[config.mk]
export PLATFORM = sky130hd
export DESIGN_NAME = down_sample_2x
export DESIGN_NICKNAME = d
export VERILOG_FILES = /design/src/rtl/sift_pkg.sv /design/src/rtl/line_buf_sdp.sv /design/src/rtl/down_sample_2x.sv
export SDC_FILE = /design/constraint.sdc
export NUM_CORES = 2
export LEC_CHECK = 0
export BUFFER_PORTS_ARGS = -buffer_cell sky130_fd_sc_hd__buf_2
export CAP_MARGIN = 20
export CORE_MARGIN = 2
export CORE_UTILIZATION = 58
export CTS_CLUSTER_SIZE = 24
export DETAILED_ROUTE_END_ITERATION = 10
export GPL_ROUTABILITY_DRIVEN = 1
export PLACE_DENSITY = 0.73
export SETUP_SLACK_MARGIN = 0.02
export SYNTH_ARGS = -nofsm -noshare
export SYNTH_HDL_FRONTEND = slang
export SYNTH_SLANG_ARGS = --single-unit
[constraint.sdc]
create_clock -name clk -period 19.96 [get_ports clk]
set_clock_uncertainty 0.1 [all_clocks]
set_input_delay 3.992 -clock clk [delete_from_list [all_inputs] [get_ports clk]]
set_output_delay 3.992 -clock clk [all_outputs]
set_load 0.1 [all_outputs]
[src/rtl/sift_pkg.sv]
// Shared pixel and frame constants for the SIFT front-end pipeline, plus the
// small helpers the 2x2 decimator uses to decode block position and round.
package sift_pkg;

    // Pixel and frame geometry (defaults for the 800x600 sensor path).
    localparam int PIX_W = 8;
    localparam int IN_W  = 800;
    localparam int IN_H  = 600;

    // One output pixel per 2x2 input block; the Gaussian stage counts this.
    localparam int OUT_PIX_PER_FRAME = IN_W * IN_H / 4;

    // Widths of the partial sums: two pixels, then all four pixels.
    localparam int SUM2_W = PIX_W + 1;
    localparam int SUM4_W = PIX_W + 2;

    // Position of an input pixel inside its 2x2 block.
    typedef enum logic [1:0] {
        PH_TOP_LEFT  = 2'b00,
        PH_TOP_RIGHT = 2'b01,
        PH_BOT_LEFT  = 2'b10,
        PH_BOT_RIGHT = 2'b11
    } blk_phase_e;

    // Block phase from row/column parity.
    function automatic blk_phase_e blk_phase(input logic row_odd, input logic col_odd);
        return blk_phase_e'({row_odd, col_odd});
    endfunction

    // Divide a four-pixel sum by 4, rounding halves up. The maximum sum is
    // 1020, so the biased value still fits SUM4_W bits and the quotient fits
    // a pixel without saturation.
    function automatic logic [PIX_W-1:0] round_div4(input logic [SUM4_W-1:0] sum);
        logic [SUM4_W-1:0] biased;
        biased = sum + SUM4_W'(2);
        return biased[SUM4_W-1:2];
    endfunction

endpackage

[src/rtl/line_buf_sdp.sv]
// Simple dual-port line buffer: one write port, one registered read port.
// Holds the horizontal pair sums of the even row until the odd row below
// consumes them.
module line_buf_sdp
    import sift_pkg::*;
#(
    parameter int DEPTH = IN_W / 2,
    parameter int AW    = 9,
    parameter int DW    = SUM2_W
) (
    input  logic          clk,
    input  logic          rst,
    input  logic          i_wr_en,
    input  logic [AW-1:0] i_wr_addr,
    input  logic [DW-1:0] i_wr_data,
    input  logic          i_rd_en,
    input  logic [AW-1:0] i_rd_addr,
    output logic [DW-1:0] o_rd_data
);

    logic [DW-1:0] r_mem [DEPTH];
    logic [DW-1:0] r_rd_data;

    // Storage write port.
    // NOTE: the array has no reset; every entry is rewritten on an even row
    // before the odd row reads it, and a reset would prevent RAM inference.
    always_ff @(posedge clk) begin
        if (i_wr_en) begin
            r_mem[i_wr_addr] <= i_wr_data;
        end
    end

    // Registered read port; only this output register is reset.
    always_ff @(posedge clk or negedge rst) begin
        if (!rst) begin
            r_rd_data <= '0;
        end else if (i_rd_en) begin
            r_rd_data <= r_mem[i_rd_addr];
        end
    end

    assign o_rd_data = r_rd_data;

endmodule

[src/rtl/down_sample_2x.sv]
// 2x2 box-filter decimator. Pulls an IN_W x IN_H raster from the image FIFO,
// averages each non-overlapping 2x2 block with round-half-up, and offers one
// pixel per block through a two-entry output queue (output register + skid).
module down_sample_2x
    import sift_pkg::*;
#(
    parameter int IN_W  = sift_pkg::IN_W,
    parameter int IN_H  = sift_pkg::IN_H,
    parameter int LB_AW = 9
) (
    input  logic             clk,
    input  logic             rst,
    input  logic             fifo_empty,
    output logic             fifo_rd_en,
    input  logic             fifo_valid,
    input  logic [PIX_W-1:0] fifo_dout,
    output logic             valid,
    output logic [PIX_W-1:0] dout,
    input  logic             rd_en,
    output logic             frame_done
);

    localparam int COL_W = (IN_W > 1) ? $clog2(IN_W) : 1;
    localparam int ROW_W = (IN_H > 1) ? $clog2(IN_H) : 1;

    // Raster position of the pixel currently on fifo_dout.
    logic [COL_W-1:0]  r_col;
    logic [ROW_W-1:0]  r_row;
    // Left pixel of the current block row pair.
    logic [PIX_W-1:0]  r_hold;
    // A FIFO read was issued last cycle, so fifo_valid this cycle is ours.
    logic              r_rd_pend;
    // Output queue: r_q0 is the presented head, r_q1 the skid slot.
    logic [PIX_W-1:0]  r_q0;
    logic [PIX_W-1:0]  r_q1;
    logic [1:0]        r_cnt;

    logic              w_accept;
    blk_phase_e        w_phase;
    logic              w_col_last;
    logic              w_row_last;
    logic [LB_AW-1:0]  w_k;
    logic              w_hold_ld;
    logic              w_lb_wr;
    logic              w_lb_rd;
    logic              w_push;
    logic [SUM2_W-1:0] w_lb_wdata;
    logic [SUM2_W-1:0] w_lb_rdata;
    logic [SUM4_W-1:0] w_sum;
    logic [PIX_W-1:0]  w_push_data;
    logic              w_valid;
    logic              w_pop;
    logic              w_skid_full;

    // Read data is only taken when we asked for it; stray or pre-reset beats
    // are dropped here and never move the counters.
    assign w_accept   = fifo_valid & r_rd_pend;
    assign w_phase    = blk_phase(r_row[0], r_col[0]);
    assign w_col_last = (r_col == COL_W'(IN_W - 1));
    assign w_row_last = (r_row == ROW_W'(IN_H - 1));
    assign w_k        = LB_AW'(r_col >> 1);

    // Per-pixel action decode from the block phase.
    // NOTE: every signal driven here gets a default first so no path leaves
    // it unassigned, which would otherwise infer a latch.
    always_comb begin
        w_hold_ld  = 1'b0;
        w_lb_wr    = 1'b0;
        w_lb_rd    = 1'b0;
        w_push     = 1'b0;
        w_lb_wdata = SUM2_W'(r_hold) + SUM2_W'(fifo_dout);
        w_sum      = SUM4_W'(w_lb_rdata) + SUM4_W'(r_hold) + SUM4_W'(fifo_dout);
        if (w_accept) begin
            case (w_phase)
                PH_TOP_LEFT:  w_hold_ld = 1'b1;
                PH_TOP_RIGHT: w_lb_wr   = 1'b1;
                PH_BOT_LEFT: begin
                    w_hold_ld = 1'b1;
                    w_lb_rd   = 1'b1;
                end
                PH_BOT_RIGHT: w_push    = 1'b1;
                default:      ;
            endcase
        end
    end

    assign w_push_data = round_div4(w_sum);

    // Raster counters, advanced only by accepted pixels.
    // NOTE: sequential state uses non-blocking assignments so every flop
    // samples pre-edge values regardless of statement order.
    always_ff @(posedge clk or negedge rst) begin
        if (!rst) begin
            r_col <= '0;
            r_row <= '0;
        end else if (w_accept) begin
            if (w_col_last) begin
                r_col <= '0;
                r_row <= w_row_last ? '0 : r_row + ROW_W'(1);
            end else begin
                r_col <= r_col + COL_W'(1);
            end
        end
    end

    // Left-pixel hold register and read-in-flight tracker.
    always_ff @(posedge clk or negedge rst) begin
        if (!rst) begin
            r_hold    <= '0;
            r_rd_pend <= 1'b0;
        end else begin
            r_rd_pend <= fifo_rd_en;
            if (w_hold_ld) begin
                r_hold <= fifo_dout;
            end
        end
    end

    line_buf_sdp #(
        .DEPTH (IN_W / 2),
        .AW    (LB_AW),
        .DW    (SUM2_W)
    ) u_line_buf (
        .clk       (clk),
        .rst       (rst),
        .i_wr_en   (w_lb_wr),
        .i_wr_addr (w_k),
        .i_wr_data (w_lb_wdata),
        .i_rd_en   (w_lb_rd),
        .i_rd_addr (w_k),
        .o_rd_data (w_lb_rdata)
    );

    assign w_valid     = (r_cnt != 2'd0);
    assign w_pop       = w_valid & rd_en;
    assign w_skid_full = (r_cnt == 2'd2);

    // Two-entry output queue; push and pop in the same cycle keep FIFO order.
    always_ff @(posedge clk or negedge rst) begin
        if (!rst) begin
            r_q0  <= '0;
            r_q1  <= '0;
            r_cnt <= 2'd0;
        end else begin
            case ({w_push, w_pop})
                2'b10: begin
                    if (r_cnt == 2'd0) begin
                        r_q0  <= w_push_data;
                        r_cnt <= 2'd1;
                    end else begin
                        r_q1  <= w_push_data;
                        r_cnt <= 2'd2;
                    end
                end
                2'b01: begin
                    r_q0  <= r_q1;
                    r_cnt <= r_cnt - 2'd1;
                end
                2'b11: begin
                    if (r_cnt == 2'd2) begin
                        r_q0 <= r_q1;
                        r_q1 <= w_push_data;
                    end else begin
                        r_q0 <= w_push_data;
                    end
                end
                default: ;
            endcase
        end
    end

    // Read upstream only when a returning pixel can always be stored: the
    // skid is free and the head is not being held by the consumer. The reset
    // term forces the strobe low while rst is asserted.
    assign fifo_rd_en = rst & ~fifo_empty & ~w_skid_full & ~(w_valid & ~rd_en);
    assign valid      = w_valid;
    assign dout       = r_q0;
    assign frame_done = w_push & w_row_last & w_col_last;

    // The skid never overflows: pushes are at least two pixels apart.
    a_no_push_when_full : assert property (
        @(posedge clk) disable iff (!rst) !(w_push && w_skid_full)
    );

    // Upstream must only return data for reads we issued.
    a_valid_has_read : assert property (
        @(posedge clk) disable iff (!rst) fifo_valid |-> r_rd_pend
    );

endmodule

==> flow_summary.ini <==
[status]
status = complete, no violations

[hold_path]
hold_end = dout[1]$_DFFE_PN0P_
hold_start = dout[1]$_DFFE_PN0P_
min_path_cells = 2
hold_class = flop to flop

[clock_network]
holdBufCountCts = 0
cts_buffer_depth = 4
cts_tree = done
cts_made_buffers = 367
worstSkewPairLatency_ps = 1010
cts_repair_resize_count = 0
clock_sinks = 3656
post_cts.repair.setup_buffers = 0
clkTransAtPathRegs_ps = 70
cts_max_level = 5
clock_tree.root_cell = sky130_fd_sc_hd__clkbuf_16

[sta]
max_slew.worst_pin.slew_ps = 1460
timing_hold_violations_final = 0
period_minus_slack_ps = 9800
setup_violations = 0
min_period_over_period = 0.491
unrepaired_setup_endpoints_after_global_routing = no
fin_setup_tns_ps = 0
slew_violations = 0
slew-limit-headroom = 0.0182
fmax_ghz = 0.102

[power]
peakVddDrop_uv = 304
static-leakage-power_nw = 48.4
powerDensity_mw_per_mm2 = 147

[setup_path]
crit_path_start_kind = input port
timing.critical_path.from = rst
critPathRequiredTime_ps = 15870
crit_type = input port to output port
endpoint_kind = output port
cp_data_arrival_time_ps = 5710
r2r.worst_path.cells = 13
rr_endpoint = u_line_buf.o_rd_data[7]$_DFFE_PN0P_
critical_path_peak_fanout = 57
reg2reg_setup_slack_ps = 12670
r2r_start = r_col[1]$_DFFE_PN0P_

[detailed_routing]
routed_wirelength_um = 416000
drt_first_iter_violations = 13100
drt_pass1_iterations = 9
drc = 0
postRouteAntennaNets = 0
average_wire_length_per_cell_after_detail_routing_um = 39.7
routed_via_density = 7.23
route.vias.total = 75600

[yosys]
per_instance_average_area_after_synthesis_um2 = 20.9
most_common_library_cells_after_synthesis = sky130_fd_sc_hd__edfxtp_1, sky130_fd_sc_hd__mux4_2, sky130_fd_sc_hd__nor2_1, sky130_fd_sc_hd__mux2i_1, sky130_fd_sc_hd__a22oi_1
post_synth_num_cell_types = 80
postSynthRegisterBits = 3656
yosys.area.top_type_share = 0.759
ys_dominant_reg_cell = sky130_fd_sc_hd__edfxtp_1
seq_area_frac_synth = 0.769
synth_most_common_cell = sky130_fd_sc_hd__edfxtp_1
net_count_after_synthesis = 6848
synthCells = 6803
syn_area_mm2 = 0.142
netlist.top_cell.by_area = sky130_fd_sc_hd__edfxtp_1
synthArstFlopShare = 0.0153
synth_edf_count = 3600
dominant_cells_by_area_after_synthesis = sky130_fd_sc_hd__edfxtp_1, sky130_fd_sc_hd__mux4_2, sky130_fd_sc_hd__mux2i_1
ys_warn_count = 0

[die]
coreArea_mm2 = 0.244
row_count = 181
die_y_um = 499
initial_core_util = 0.584
die_area_mm2 = 0.249
fp.dieW_um = 499
io-pin-count = 24

[final_layout]
layout-drive-gt1-share = 0.226
design.final.nets = 7011
finish.cell_count_without_fillers = 10500
area_growth_pct = 10.8
n_fill_cell = 15400

[global_route]
first_global_vias = 73100
grt_start_max_net_pins = 232
grtUsageTotal = 0.333
first_pass_grt_wire_length_um = 573000
grt_antenna_before_repair = 38
overflow = 0

[placed_design]
hpwl_um = 250000
io_buffers = 23
place.detailed.instances = 9790
globalplace.congestion = 0.980

[run]
drv_cap = 0
flip-flops by register name, indices dropped and copies added (netlist names), 2 cells and up:
name	cells
u_line_buf.r_mem	3600
r_col	10
r_row	10
u_line_buf.o_rd_data	9
dout	8
r_hold	8
r_q1	8
r_cnt	2
cell type report:
type	count	area (µm²)	area share
diodes	22	55.1	0.000349
repair buffers	218	1820	0.0115
well taps	3202	4010	0.0254
multi-input cells	2698	30800	0.195
inverters	25	100	0.000635
clock buffers	448	9620	0.0610
clock inverters	197	1770	0.0112
flip-flops and latches	3656	110000	0.695
worst max path at each step:
| stage | to | slack (ps) |
|---|---|---|
| after global placement | fifo_rd_en | 10150 |
| final | fifo_rd_en | 10160 |
| after floorplan | u_line_buf.r_mem[0][7]$_DFFE_PP_ | 1220 |
| after CTS | fifo_rd_en | 10140 |
| after global routing | fifo_rd_en | 10000 |
| after detailed placement | fifo_rd_en | 10160 |
per-stage QoR:
stage | total power, mW | setup WS [ps] | utilization | instance area [µm²] | hold WS (ps)
final | 23.2 | 10160 | 0.647 | 158000 | 376
after CTS | 23.1 | 10140 | 0.646 | 158000 | 381
after detailed placement | 16.5 | 10160 | 0.600 | 146000 | 366
after global routing | 23.7 | 10000 | 0.647 | 158000 | 411
after floorplan | 15.7 | 1220 | - | 142000 | 351
after global placement | 16.3 | 10150 | 0.600 | 146000 | 359
logic make-up (layout without fill, tap and decap cells):
family / after synthesis / count (layout) / share of synthesized area
flip-flops: 3656 / 3656 / 0.769
other: 0 / 22 / 0
multiplexers: 1087 / 1087 / 0.147
adder cells (fa/ha/maj): 32 / 32 / 0.00323
buffers and inverters: 449 / 888 / 0.0170
XOR/XNOR: 25 / 25 / 0.00154
AO/OA/AOI/OAI: 685 / 685 / 0.0344
AND/OR/NAND/NOR: 869 / 869 / 0.0274
routing by layer:
metal	global-route usage	vias up	part of all wire	wire length (µm)
met5	0.00328	-	0.00097	403
met4	0.185	40	0.068	28100
met3	0.128	1228	0.15	62500
met2	0.481	6372	0.44	184000
met1	0.437	39200	0.34	140000
li1	-	28800	-	-
power by group:
| part | leakage, nW | switching, mW | total [mW] | internal, mW |
|---|---|---|---|---|
| logic | 9.71 | 4.14 | 5.68 | 1.54 |
| registers | 33.1 | 0.0845 | 10.8 | 10.7 |
| clock network | 5.58 | 2.84 | 6.67 | 3.82 |
cell usage in the layout, fill, tap and decap left out, types with 52 or more instances in the layout:
master / synthesis / layout
sky130_fd_sc_hd__edfxtp_1: 3600 / 3600
sky130_fd_sc_hd__mux4_2: 801 / 801
sky130_fd_sc_hd__nor2_1: 479 / 472
sky130_fd_sc_hd__clkbuf_16: 0 / 373
sky130_fd_sc_hd__mux2i_1: 234 / 234
sky130_fd_sc_hd__a22oi_1: 199 / 199
sky130_fd_sc_hd__buf_4: 51 / 172
sky130_fd_sc_hd__nand2_1: 115 / 104
sky130_fd_sc_hd__a21oi_1: 89 / 89
sky130_fd_sc_hd__clkinv_1: 0 / 84
sky130_fd_sc_hd__o21ai_0: 78 / 77
sky130_fd_sc_hd__nand3_1: 81 / 76
sky130_fd_sc_hd__clkbuf_1: 189 / 75
sky130_fd_sc_hd__clkinv_2: 0 / 63
sky130_fd_sc_hd__a22o_1: 53 / 53
sky130_fd_sc_hd__mux2_2: 52 / 52
worst max-delay path: stages:
cell	delay (ps)
sky130_fd_sc_hd__buf_2	80
sky130_fd_sc_hd__buf_4	640
sky130_fd_sc_hd__nor4b_1	460
sky130_fd_sc_hd__buf_2	510
(Power assumes the default switching activity.)
